==> config.mk <==
export PLATFORM = sky130hd
export DESIGN_NAME = fetch_unit_flat
export DESIGN_NICKNAME = d
export VERILOG_FILES = /design/src/rtl/fetch_unit_pkg.sv /design/src/rtl/fetch_unit_if.sv /design/src/rtl/fetch_skid_buf.sv /design/src/rtl/fetch_unit.sv /design/src/flat_wrapper.sv
export SDC_FILE = /design/constraint.sdc
export NUM_CORES = 1
export LEC_CHECK = 0
export ABC_AREA = 1
export BUFFER_PORTS_ARGS = -buffer_cell sky130_fd_sc_hd__buf_2
export CAP_MARGIN = 0
export CELL_PAD_IN_SITES_DETAIL_PLACEMENT = 1
export CELL_PAD_IN_SITES_GLOBAL_PLACEMENT = 1
export CORE_MARGIN = 4
export CORE_UTILIZATION = 45
export DETAILED_ROUTE_END_ITERATION = 16
export GPL_ROUTABILITY_DRIVEN = 0
export PLACE_DENSITY = 0.88
export SYNTH_ARGS = -nofsm -noshare
export SYNTH_HDL_FRONTEND = slang
export SYNTH_SLANG_ARGS = --single-unit
==> constraint.sdc <==
create_clock -name clk -period 17.8 [get_ports clk]
set_clock_uncertainty 0.15 [all_clocks]
set_input_delay 1.78 -clock clk [delete_from_list [all_inputs] [get_ports clk]]
set_output_delay 1.78 -clock clk [all_outputs]
set_load 0.05 [all_outputs]
==> src/rtl/fetch_unit_pkg.sv <==
// Shared constants, payload type and address legality helper for the instruction-fetch block.
package fetch_unit_pkg;

    localparam logic [31:0] IMEM_BASE  = 32'h0100_0000;
    localparam logic [31:0] IMEM_LAST  = 32'h0100_09FC;
    localparam logic [31:0] RESET_PC   = 32'h0100_0000;
    localparam logic [31:0] WORD_BYTES = 32'd4;
    localparam int          IMEM_WORDS = int'((IMEM_LAST - IMEM_BASE) / WORD_BYTES) + 1;

    typedef struct packed {
        logic [31:0] pc;
        logic [31:0] instr;
    } fetch_pkt_t;

    function automatic logic addr_legal(input logic [31:0] addr);
        return (addr >= IMEM_BASE) && (addr <= IMEM_LAST) && (addr[1:0] == 2'b00);
    endfunction

endpackage

==> src/rtl/fetch_unit_if.sv <==
// Memory, redirect and decode-side signals of the fetch unit; master is the fetch side.
interface fetch_unit_if;
    logic        imem_rd;
    logic [31:0] imem_addr;
    logic [31:0] imem_instr;
    logic        redirect_valid;
    logic [31:0] redirect_pc;
    logic        out_valid;
    logic        out_ready;
    logic [31:0] out_instr;
    logic [31:0] out_pc;
    logic        fault;
    logic [31:0] fault_pc;

    modport master (
        output imem_rd, imem_addr, out_valid, out_instr, out_pc, fault, fault_pc,
        input  imem_instr, redirect_valid, redirect_pc, out_ready
    );

    modport slave (
        input  imem_rd, imem_addr, out_valid, out_instr, out_pc, fault, fault_pc,
        output imem_instr, redirect_valid, redirect_pc, out_ready
    );
endinterface

==> src/rtl/fetch_skid_buf.sv <==
// Two-entry output register + skid buffer carrying {pc,instr}; zero added latency, flush drops both.
// Upstream guarantees no write when both entries are full and nothing is dequeued.
module fetch_skid_buf
    import fetch_unit_pkg::*;
(
    input  logic       clk,
    input  logic       rst,
    input  logic       flush,
    input  logic       in_valid,
    input  fetch_pkt_t in_pkt,
    input  logic       out_ready,
    output logic       out_valid,
    output fetch_pkt_t out_pkt,
    output logic       skid_valid
);

    fetch_pkt_t skid_pkt;
    logic       deq;

    assign deq = out_valid && out_ready;

    always_ff @(posedge clk or posedge rst) begin
        if (rst) begin
            out_valid  <= 1'b0;
            out_pkt    <= '0;
            skid_valid <= 1'b0;
            skid_pkt   <= '0;
        end else if (flush) begin
            out_valid  <= 1'b0;
            skid_valid <= 1'b0;
        end else if (deq && skid_valid) begin
            // Older skid entry advances first; a new response backfills the skid slot.
            out_pkt    <= skid_pkt;
            skid_valid <= in_valid;
            if (in_valid) begin
                skid_pkt <= in_pkt;
            end
        end else if (deq || !out_valid) begin
            out_valid <= in_valid;
            if (in_valid) begin
                out_pkt <= in_pkt;
            end
        end else if (in_valid) begin
            skid_valid <= 1'b1;
            skid_pkt   <= in_pkt;
        end
    end

endmodule

==> src/rtl/fetch_unit.sv <==
// Instruction fetch: PC, one read per cycle when buffer room allows, redirect and fault handling.
// Response visible on out_* two cycles after issue; stalls issue when output + skid + in-flight would exceed 2.
module fetch_unit
    import fetch_unit_pkg::*;
(
    input  logic         clk,
    input  logic         rst,
    fetch_unit_if.master bus
);

    logic [31:0] pc_q;
    logic [31:0] pc_d;
    logic        pending_q;
    logic [31:0] pending_pc_q;
    logic        fault_q;
    logic [31:0] fault_pc_q;

    logic        issue;
    logic [31:0] issue_addr;
    logic        fault_set;
    logic        redirect_ok;
    logic        out_valid;
    logic        skid_valid;
    logic        deq;
    logic [2:0]  occ;
    fetch_pkt_t  resp_pkt;
    fetch_pkt_t  out_pkt;

    assign redirect_ok = addr_legal(bus.redirect_pc);
    assign deq         = out_valid && bus.out_ready;
    assign occ         = {2'b00, out_valid} + {2'b00, skid_valid} + {2'b00, pending_q} - {2'b00, deq};

    always_comb begin
        issue      = 1'b0;
        issue_addr = pc_q;
        pc_d       = pc_q;
        fault_set  = 1'b0;
        if (bus.redirect_valid) begin
            pc_d = bus.redirect_pc;
            if (redirect_ok) begin
                issue      = 1'b1;
                issue_addr = bus.redirect_pc;
                pc_d       = bus.redirect_pc + WORD_BYTES;
            end
        end else if (!fault_q) begin
            if (!addr_legal(pc_q)) begin
                fault_set = 1'b1;
            end else if (occ <= 3'd1) begin
                issue = 1'b1;
                pc_d  = pc_q + WORD_BYTES;
            end
        end
    end

    always_ff @(posedge clk or posedge rst) begin
        if (rst) begin
            pc_q         <= RESET_PC;
            pending_q    <= 1'b0;
            pending_pc_q <= '0;
            fault_q      <= 1'b0;
            fault_pc_q   <= '0;
        end else begin
            pc_q      <= pc_d;
            pending_q <= issue;
            if (issue) begin
                pending_pc_q <= issue_addr;
            end
            if (bus.redirect_valid) begin
                fault_q <= !redirect_ok;
                if (!redirect_ok) begin
                    fault_pc_q <= bus.redirect_pc;
                end
            end else if (fault_set) begin
                fault_q    <= 1'b1;
                fault_pc_q <= pc_q;
            end
        end
    end

    // A redirect kills the response landing this cycle along with everything buffered.
    assign resp_pkt = '{pc: pending_pc_q, instr: bus.imem_instr};

    fetch_skid_buf u_skid (
        .clk        (clk),
        .rst        (rst),
        .flush      (bus.redirect_valid),
        .in_valid   (pending_q && !bus.redirect_valid),
        .in_pkt     (resp_pkt),
        .out_ready  (bus.out_ready),
        .out_valid  (out_valid),
        .out_pkt    (out_pkt),
        .skid_valid (skid_valid)
    );

    assign bus.imem_rd   = issue && !rst;
    assign bus.imem_addr = (issue && !rst) ? issue_addr : pc_q;
    assign bus.out_valid = out_valid;
    assign bus.out_pc    = out_pkt.pc;
    assign bus.out_instr = out_pkt.instr;
    assign bus.fault     = fault_q;
    assign bus.fault_pc  = fault_pc_q;

endmodule

==> src/flat_wrapper.sv <==
// flat-port wrapper written by rule: the top's interface ports become plain ports
module fetch_unit_flat import fetch_unit_pkg::*;
  (clk, rst, bus_imem_rd, bus_imem_addr, bus_out_valid, bus_out_instr, bus_out_pc, bus_fault, bus_fault_pc, bus_imem_instr, bus_redirect_valid, bus_redirect_pc, bus_out_ready);
  fetch_unit_if bus_i ();
  input  logic clk;
  input  logic rst;
  output wire logic [$bits(bus_i.imem_rd)-1:0] bus_imem_rd;
  output wire logic [$bits(bus_i.imem_addr)-1:0] bus_imem_addr;
  output wire logic [$bits(bus_i.out_valid)-1:0] bus_out_valid;
  output wire logic [$bits(bus_i.out_instr)-1:0] bus_out_instr;
  output wire logic [$bits(bus_i.out_pc)-1:0] bus_out_pc;
  output wire logic [$bits(bus_i.fault)-1:0] bus_fault;
  output wire logic [$bits(bus_i.fault_pc)-1:0] bus_fault_pc;
  input wire logic [$bits(bus_i.imem_instr)-1:0] bus_imem_instr;
  input wire logic [$bits(bus_i.redirect_valid)-1:0] bus_redirect_valid;
  input wire logic [$bits(bus_i.redirect_pc)-1:0] bus_redirect_pc;
  input wire logic [$bits(bus_i.out_ready)-1:0] bus_out_ready;
  assign bus_imem_rd = bus_i.imem_rd;
  assign bus_imem_addr = bus_i.imem_addr;
  assign bus_out_valid = bus_i.out_valid;
  assign bus_out_instr = bus_i.out_instr;
  assign bus_out_pc = bus_i.out_pc;
  assign bus_fault = bus_i.fault;
  assign bus_fault_pc = bus_i.fault_pc;
  assign bus_i.imem_instr = bus_imem_instr;
  assign bus_i.redirect_valid = bus_redirect_valid;
  assign bus_i.redirect_pc = bus_redirect_pc;
  assign bus_i.out_ready = bus_out_ready;
  fetch_unit u_core (.clk(clk), .rst(rst), .bus(bus_i));
endmodule
==> impl_metrics.csv <==
group,metric,value,unit
route,route.detailed.drc,0,
layout,fin_nets,1421,
logic_synthesis,syn_area,10200,um^2
placement,place_inst,1598,
worst_setup_path,worstSetupStartpointType,"input pin",
power_and_ir_drop,p_seq_share,43.0,%
floorplan,initial_core_util,46.3,%
worst_setup_path,worstPathRequired,15.87,ns
logic_synthesis,yosysSeqAreaShare,55.7,%
clock_network,numClockSinks,228,
sta,worstMarginPinSlew,1.13,ns
power_and_ir_drop,p_comb_share,15.2,%
route,first_pass_iters,6,
placement,dp_worst_setup_slack,11.17,ns
logic_synthesis,synth_warnings,0,
clock_network,clk_pin_slew_worst_paths,0.06,ns
floorplan,die_h,159,um
min_path,min_from,"u_core.pending_pc_q[24]",
logic_synthesis,synth.distinct_cells,38,
logic_synthesis,synth_edf_count,0,
sta,post-route-period-util,37.2,%
worst_setup_path,end_kind,"primary output",
logic_synthesis,ys_ff_latch,228,
global_route,grt_max_degree,113,
logic_synthesis,ys_top_cells_by_area,"dfrtp_1 55%, nand2_1 12%, nor2_1 6.7%",
worst_setup_path,path_class,"input pin to primary output",
sta,rsz0062_at_grt,"no",
route,drt-wirelength-per-cell,18.0,um
clock_network,cts_setup_buffers,0,
global_route,antenna_found_initial,0,
worst_setup_path,startpoint,"bus_redirect_pc[1]",
run_status,status,"completed",
sta,layout_setup_ws,11.17,ns
logic_synthesis,synthCells,1181,
clock_network,cts_tree,"built",
logic_synthesis,synth_area_per_cell,8.67,um^2
floorplan,die_area,25200,um^2
logic_synthesis,yosys.area.top_type,"dfrtp_1",
sta,max_slew_margin,24.7,%
floorplan,pin_count,199,
power_and_ir_drop,fin_total_pwr,0.00131,W
layout,final_common_cell,"nand2_1",
run,drv_cap,0,
sta,final.setup.tns,0,ns
clock_network,cts_resized,0,
layout,final_layout_size_suffix_gt1_share,22.7,%
sta,period_minus_slack,6.63,ns
sta,fmax,0.151,GHz
clock_network,postCtsHoldBufs,0,
global_route,grt_pass1_vias,9254,
logic_synthesis,syn_nets,1256,
global_route,grt_usage,22.9,%
global_route,grt_first_pass_wirelength,48.7,mm
power_and_ir_drop,pwr-share-clk,41.8,%
power_and_ir_drop,p_int,0.000923,W
sta,drv_slew,0,
route,ant_nets,0,
layout,fillers,2683,
logic_synthesis,yosysTopAreaCellShare,55.5,%
logic_synthesis,async_reset_ff_share,100,%
worst_setup_path,crit_fanout,32,
clock_network,clock_latency,0.52,ns
route,vias_per_cell,5.32,
power_and_ir_drop,vdd_ir_drop_max,0.0664,mV
min_path,min_path_type,"register to register",
layout,instances_no_fill,1645,
clock_network,cts_max_level,1,
clock_network,cts_made_buffers,26,
clock_network,cts_buffer_depth,3,
floorplan,core_area,22100,um^2
sta,hold_viol_final,0,
floorplan,die_x,159,um
worst_setup_path,crit-reg2reg-launch,"u_core.pc_q[24]",
power_and_ir_drop,power.density,107,nW/um^2
route,num_vias,8747,
power_and_ir_drop,swShare,29.5,%
logic_synthesis,dominantRegCellSynth,"dfrtp_1",
placement,port_buffers,198,
layout,num_antenna_cells,0,
floorplan,rows,54,
worst_setup_path,worst-endpoint-arrival,4.70,ns
power_and_ir_drop,p_sw,0.000385,W
sta,final-setup-viol-count,0,
route,wl,29.6,mm
layout,mostFrequentLayoutCells,"336 x nand2_1, 227 x dfrtp_1, 198 x buf_2",
layout,synthToLayoutAreaGrowth,19.0,%
global_route,grt-ovfl-total,0,
power_and_ir_drop,p_leak,6.49,nW
clock_network,clockRootBuffer,"clkbuf_16",
placement,hpwl,19.3,mm
route,first_iter_violations,545,
==> final cells by class <==
type | instances | area (um^2) | share of cell area, %
flip-flops and latches | 228 | 5710 | 46.8
multi-input cells | 800 | 3880 | 31.8
repair buffers | 205 | 1040 | 8.56
clock buffers | 41 | 798 | 6.55
well taps | 280 | 350 | 2.87
inverters | 85 | 327 | 2.68
clock inverters | 6 | 86.3 | 0.708
==> cell usage after synthesis, types with 2 or more instances <==
library cell / count
a21oi_1: 12
a31oi_1: 71
buf_2: 34
buf_4: 10
buf_6: 3
clkbuf_1: 20
dfrtp_1: 227
ha_1: 7
inv_1: 81
inv_2: 3
mux2_2: 42
nand2_1: 336
nand2_2: 6
nand3_1: 48
nand3_2: 2
nand3b_1: 2
nand4_1: 3
nor2_1: 184
nor2_2: 2
o21ai_0: 60
o21ai_1: 8
or2_2: 2
xor2_1: 3
==> registers in the layout (all words and copies together), names as in the netlist <==
name / cells
u_core.u_skid.out_pkt: 64
u_core.u_skid.skid_pkt: 64
u_core.bus.fault_pc: 32
u_core.pc_q: 32
u_core.pending_pc_q: 32
u_core.bus.fault: 1
u_core.pending_q: 1
u_core.u_skid.out_valid: 1
u_core.u_skid.skid_valid: 1
==> power by group through the flow <==
stage	clock (W)	sequential (W)	combinational [W]
floorplan	0	0.000625	0.0000853
global placement	0	0.000570	0.000194
detailed placement	0	0.000571	0.000199
CTS	0.000557	0.000562	0.000201
global route	0.000581	0.000566	0.000214
finish	0.000547	0.000563	0.000199
==> metal layers <==
layer  global-route usage (%)  wire length [um]  vias up
met3                     4.43              1740       40
met5                        0                 0        -
li1                         -                 -     4117
met1                     30.7             13100     4335
met4                     5.25               545        0
met2                     39.0             14200      255
==> metrics by stage <==
stage | util [%] | instance area, um^2 | hold slack [ns]
6_report | 55.2 | 12200 | 0.323
2_1_floorplan | - | 10200 | 0.295
5_1_grt | 55.2 | 12200 | 0.369
4_1_cts | 55.2 | 12200 | 0.333
3_5_place_dp | 51.2 | 11300 | 0.319
3_3_place_gp | 51.2 | 11300 | 0.315
==> critical path, cell delays in order <==
cell	delay (ns)
buf_2	0.11
nor2_1	0.20
nand2_1	0.10
nor2_1	0.10
nand2_1	0.08
nor2_2	0.41
nand2_2	0.42
nand2_2	0.67
nand2_2	0.33
nand2_1	0.13
nand2_1	0.06
inv_1	0.05
buf_2	0.25
==> logic make-up (layout without fill, tap and decap cells) <==
family,after synthesis,after routing,share of synthesized area (%)
simple gates,589,589,22.9
flops,228,228,55.7
compound gates,158,158,8.96
buf+inv,153,337,6.61
mux,42,42,4.62
fa+ha+maj,7,7,0.855
xor+xnor,4,4,0.342
==> final timing paths <==
| check | endpoint | slack, ns | cells past startpoint |
|---|---|---|---|
| setup reg to reg | u_core.bus.fault_pc[1] | 14.59 | 9 |
| min in group asynchronous | u_core.bus.fault | 1.23 | 2 |
| max in group asynchronous | u_core.u_skid.out_pkt[33] | 14.00 | 4 |
| hold reg to reg | u_core.pending_pc_q[24] | 0.32 | 2 |
| setup / recovery | bus_imem_addr[5] | 11.17 | 13 |
| hold / removal | u_core.pending_pc_q[24] | 0.32 | 2 |
Note: power is estimated with default switching activity, not from simulation.
